==> src/rtl/move_entry.sv <==
// rtl/move_entry.sv - button conditioning and move validation front end for the number-pick game FSM

// Per-button conditioner: synchronizer chain, debounced level and press (1->0) detect.
module move_entry_button #(
    parameter int SYNC_STAGES     = 2,
    parameter int DEBOUNCE_CYCLES = 4
) (
    input  logic clock,
    input  logic reset_L,
    input  logic raw_L,
    output logic level,
    output logic press
);

    localparam int CW = $clog2(DEBOUNCE_CYCLES + 1);
    localparam logic [CW-1:0] LAST = CW'(DEBOUNCE_CYCLES - 1);

    logic [SYNC_STAGES-1:0] sync;
    logic                   sync_out;
    logic [CW-1:0]          count;
    logic                   level_prev;

    assign sync_out = sync[SYNC_STAGES-1];

    // Shift the raw button through the synchronizer chain; reset reads as released.
    always_ff @(posedge clock or negedge reset_L) begin
        if (!reset_L) begin
            sync <= '1;
        end else begin
            sync <= {sync[SYNC_STAGES-2:0], raw_L};
        end
    end

    // Flip the debounced level only after DEBOUNCE_CYCLES consecutive disagreeing edges.
    always_ff @(posedge clock or negedge reset_L) begin
        if (!reset_L) begin
            level <= 1'b1;
            count <= '0;
        end else if (sync_out != level) begin
            if (count == LAST) begin
                level <= sync_out;
                count <= '0;
            end else begin
                count <= count + 1'b1;
            end
        end else begin
            count <= '0;
        end
    end

    // Remember the previous debounced level so a press is seen for exactly one cycle.
    always_ff @(posedge clock or negedge reset_L) begin
        if (!reset_L) begin
            level_prev <= 1'b1;
        end else begin
            level_prev <= level;
        end
    end

    assign press = level_prev & ~level;

endmodule

// Top: conditions enter/newGame buttons and turns an enter press into a validated move strobe.
module move_entry #(
    parameter int SYNC_STAGES     = 2,
    parameter int DEBOUNCE_CYCLES = 4
) (
    input  logic       clock,
    input  logic       reset_L,
    input  logic       enter_L,
    input  logic       newGame_L,
    input  logic [3:0] hMove,
    input  logic [3:0] h3,
    input  logic [3:0] h2,
    input  logic [3:0] h1,
    input  logic [3:0] h0,
    input  logic [3:0] c3,
    input  logic [3:0] c2,
    input  logic [3:0] c1,
    input  logic [3:0] c0,
    output logic       moveValid,
    output logic       moveErr,
    output logic [3:0] moveOut,
    output logic       newGame
);

    typedef enum logic {
        IDLE = 1'b0,
        HELD = 1'b1
    } state_t;

    state_t state;
    state_t state_next;

    logic enter_level;
    logic enter_press;
    logic newgame_level;
    logic newgame_press;
    logic take_move;
    logic legal;

    move_entry_button #(
        .SYNC_STAGES    (SYNC_STAGES),
        .DEBOUNCE_CYCLES(DEBOUNCE_CYCLES)
    ) u_enter (
        .clock  (clock),
        .reset_L(reset_L),
        .raw_L  (enter_L),
        .level  (enter_level),
        .press  (enter_press)
    );

    move_entry_button #(
        .SYNC_STAGES    (SYNC_STAGES),
        .DEBOUNCE_CYCLES(DEBOUNCE_CYCLES)
    ) u_newgame (
        .clock  (clock),
        .reset_L(reset_L),
        .raw_L  (newGame_L),
        .level  (newgame_level),
        .press  (newgame_press)
    );

    // A board slot collides with the move only when it is occupied and holds the same number.
    function automatic logic taken(input logic [3:0] slot, input logic [3:0] mv);
        return (slot != 4'd0) && (slot == mv);
    endfunction

    // A move is legal when it is 1..9, not already on the board, and the human has a free slot.
    always_comb begin
        legal = (hMove >= 4'd1) && (hMove <= 4'd9) && (h3 == 4'd0);
        if (taken(h3, hMove) || taken(h2, hMove) || taken(h1, hMove) || taken(h0, hMove)) begin
            legal = 1'b0;
        end
        if (taken(c3, hMove) || taken(c2, hMove) || taken(c1, hMove) || taken(c0, hMove)) begin
            legal = 1'b0;
        end
    end

    // FSM state register.
    always_ff @(posedge clock or negedge reset_L) begin
        if (!reset_L) begin
            state <= IDLE;
        end else begin
            state <= state_next;
        end
    end

    // Accept one move per enter press; a coincident newGame press swallows the move.
    always_comb begin
        state_next = state;
        take_move  = 1'b0;
        case (state)
            IDLE: begin
                if (enter_press) begin
                    state_next = HELD;
                    take_move  = ~newgame_press;
                end
            end
            HELD: begin
                if (enter_level) begin
                    state_next = IDLE;
                end
            end
            default: begin
                state_next = IDLE;
            end
        endcase
    end

    // Registered strobes and the captured move value.
    always_ff @(posedge clock or negedge reset_L) begin
        if (!reset_L) begin
            moveValid <= 1'b0;
            moveErr   <= 1'b0;
            moveOut   <= 4'd0;
            newGame   <= 1'b0;
        end else begin
            moveValid <= take_move & legal;
            moveErr   <= take_move & ~legal;
            newGame   <= newgame_press;
            if (take_move) begin
                moveOut <= hMove;
            end
        end
    end

endmodule
==> config.mk <==
export PLATFORM = sky130hd
export DESIGN_NAME = move_entry
export DESIGN_NICKNAME = d
export VERILOG_FILES = /design/src/rtl/move_entry.sv
export SDC_FILE = /design/constraint.sdc
export NUM_CORES = 1
export LEC_CHECK = 0
export BUFFER_PORTS_ARGS = -buffer_cell sky130_fd_sc_hd__buf_2
export CORE_AREA = 2 2 59 61
export DETAILED_ROUTE_END_ITERATION = 12
export DIE_AREA = 0 0 61 63
export GPL_TIMING_DRIVEN = 0
export PLACE_DENSITY_LB_ADDON = 0.15
export SYNTH_ARGS = -nofsm -noshare
export SYNTH_HDL_FRONTEND = slang
export SYNTH_SLANG_ARGS = --single-unit
==> constraint.sdc <==
create_clock -name clock -period 1.8 [get_ports clock]
set_input_delay 0.45 -clock clock [delete_from_list [all_inputs] [get_ports clock]]
set_output_delay 0.45 -clock clock [all_outputs]
set_load 0.02 [all_outputs]
==> results_dict.tcl <==
set metrics [dict create \
    end_kind "register" \
    r2r_end "moveOut[2]$_DFFE_PN0P_" \
    worstMarginPinSlew_ns 0.5064 \
    vdd_drop_max_uv 352.3 \
    finalCritPeriodShare_pct 93.56 \
    status "finished clean" \
    grt_first_pass_wirelength_um 3884 \
    numCtsBuffers 3 \
    arrival_ns 1.88 \
    max_cap_viol_count 0 \
    fmax_mhz 593.8 \
    cp-start-kind "register" \
    wire_per_inst_um 11.70 \
    mappedNetlistArea_um2 1224 \
    cts_buffer_depth 2 \
    place_area_um2 1496 \
    via_per_inst 4.739 \
    route.vias.total 943 \
    synth_top_area_share_pct 28.63 \
    clock_latency_ns 0.30 \
    cts_num_sinks 22 \
    synth_area_leaders "dfrtp_1 29%, dfstp_2 17%, xor2_1 14%" \
    diodes 0 \
    synthDistinctLibCells 27 \
    drive_gt1_share_pct 45.75 \
    regArea_um2 560.5 \
    cts-root-buf "clkbuf_4" \
    yosys-top-cells-count "20 x xor2_1, 14 x dfrtp_1, 10 x nor3_1, 8 x dfstp_2, 7 x nand2_1" \
    setup_viol 0 \
    boundaryPins 47 \
    yosysSeqAreaShare_pct 45.81 \
    tns_ns 0 \
    total_leakage_power_nw 0.7026 \
    post-place-ws_ns -0.06315 \
    yosys_warnings 0 \
    coreArea_um2 3232 \
    ys.flop_type "dfrtp_1" \
    initial_core_util_pct 37.86 \
    powerDensity_nw_per_um2 1034 \
    drt_wl_total_um 2328 \
    async_flop_share_pct 100.0 \
    design_area_um2 1533 \
    slew_headroom_pct 65.37 \
    drt-initial-drc-count 18 \
    synth_edf_count 0 \
    grt_overflow 0 \
    r2r_start "u_newgame.level$_DFFE_PN1P_" \
    hold_ws_ns 0.08472 \
    die_w_um 61 \
    yosys.area.top_type "dfrtp_1" \
    hold_violations 0 \
    area_growth_syn_to_layout_pct 25.26 \
    cts_resized 0 \
    clk_pin_slew_ns 0.11 \
    drtPass1Iterations 3 \
    grt_max_degree 23 \
    fin_ws_ns 0.1159 \
    ff2ff_path_depth 4 \
    hold_class "in2async" \
    portBuffers 43 \
    tritoncts "yes" \
    antenna_found_initial 0 \
    cts_hold_buf 0 \
    synth.most_common_cell "xor2_1" \
    max_stage_delay_ns 0.58 \
    die_y_um 63 \
    regToRegSetupSlack_ns 0.12 \
    fin_skew_ns 0.002250 \
    gp_congestion 0.6931 \
    ant_nets 0 \
    syn_nets 148 \
    required_ns 1.99 \
    post_cts_buffers 0 \
    fin_crit_ns 1.684 \
    drc 0 \
    dp_hpwl_um 1899 \
    report.final.slew_viol_count 0 \
    cp_cell_sequence "nor2b_1 > or4b_1 > clkbuf_1 > mux2_2" \
    critical_path_class "reg2reg" \
    die_area_um2 3843 \
    postSynthCellCount 106 \
    fillers 318 \
    multi_input_area_um2 614.3 \
    utilization_pct 47.43 \
    syn_area_per_cell_um2 11.54 \
    critPathBufInv 1 \
    rows 21 \
    h-tree-depth 1 \
    rsz0062_at_grt "false" \
    layout.nets 196 \
    ys_ff_latch 22 \
    critical_path.top_delay_family "flip-flops" \
    slowest_stage "dfstp_2" \
    grt_pass1_vias 910 \
    crit_fanout 6 \
    grt.total_usage_pct 13.24 \
]
## area by class of cell
class | instances | share of cell area, %
plain buffers | 5 | 3.184
clock buffers | 4 | 2.367
multi-input cells | 79 | 40.08
flip-flops and latches | 22 | 36.57
well taps | 46 | 3.755
repair buffers | 43 | 14.04
## per-layer routing
metal	global-route usage (%)	up-vias	wire length, um
met1	16.15	436	1004
met4	4.891	0	38
met3	1.863	4	126
met2	22.85	29	1159
li1	-	474	-
met5	0	-	0
## cells by family after synthesis
kind of cell / count (synthesis) / share of synthesized area [%]
buffers and inverters: 5 / 3.987
AO/OA/AOI/OAI: 9 / 6.850
adder cells (fa/ha/maj): 2 / 2.045
AND/OR/NAND/NOR: 39 / 18.71
XOR/XNOR: 23 / 17.08
multiplexers: 6 / 5.521
flip-flops: 22 / 45.81
## worst max-delay path by stage
stage          depth (start not counted)                        start                endpoint  slack (ns)
6_report                               4  u_newgame.level$_DFFE_PN1P_  moveOut[2]$_DFFE_PN0P_        0.12
4_1_cts                                4  u_newgame.level$_DFFE_PN1P_  moveOut[2]$_DFFE_PN0P_         0.1
3_5_place_dp                           5                     hMove[3]       moveErr$_DFF_PN0_       -0.06
3_3_place_gp                           5                     hMove[3]       moveErr$_DFF_PN0_       -0.05
5_1_grt                                4  u_newgame.level$_DFFE_PN1P_  moveOut[2]$_DFFE_PN0P_        0.02
2_1_floorplan                          5                     hMove[0]       moveErr$_DFF_PN0_        0.20
## metrics by stage
step                      power [mW]  cells
after floorplan                1.150    106
after global placement         1.320    195
after detailed placement       1.350    195
after CTS                      1.610    199
after global routing           1.711    199
final                          1.585    199
## registers in the layout (all words and copies together) (netlist names), 2 cells and up
name             flops
moveOut              4
u_newgame.sync       2
u_enter.sync         2
u_newgame.count      3
u_enter.count        3
## where the power goes
group / internal [mW] / switching (mW)
sequential: 0.693 / 0.0865
clock: 0.123 / 0.136
combinational: 0.269 / 0.278
total: 1.09 / 0.500
## worst reg2reg max path, delay by kind of cell (launching register included)
family | cells | cell delay (ns)
buffers and inverters | 1 | 0.19
DFF | 1 | 0.58
muxes | 1 | 0.30
and+or+nand+nor | 2 | 0.52
## cell usage in the layout (no fill, tap or decap), types with 2 or more instances in the layout
master / Yosys / routed
a2111oi_0: 5 / 5
nor3b_1: 3 / 3
dfrtp_1: 14 / 14
buf_6: 4 / 4
dfstp_2: 8 / 8
nand2_1: 7 / 7
nor3_1: 10 / 10
nor2_1: 2 / 2
mux2_2: 6 / 6
nor2b_1: 4 / 4
clkbuf_4: 0 / 3
buf_2: 0 / 43
xnor2_1: 2 / 2
xor2_1: 20 / 20
or3_1: 6 / 6
ha_1: 2 / 2
Power figures use the tool's default switching activity.
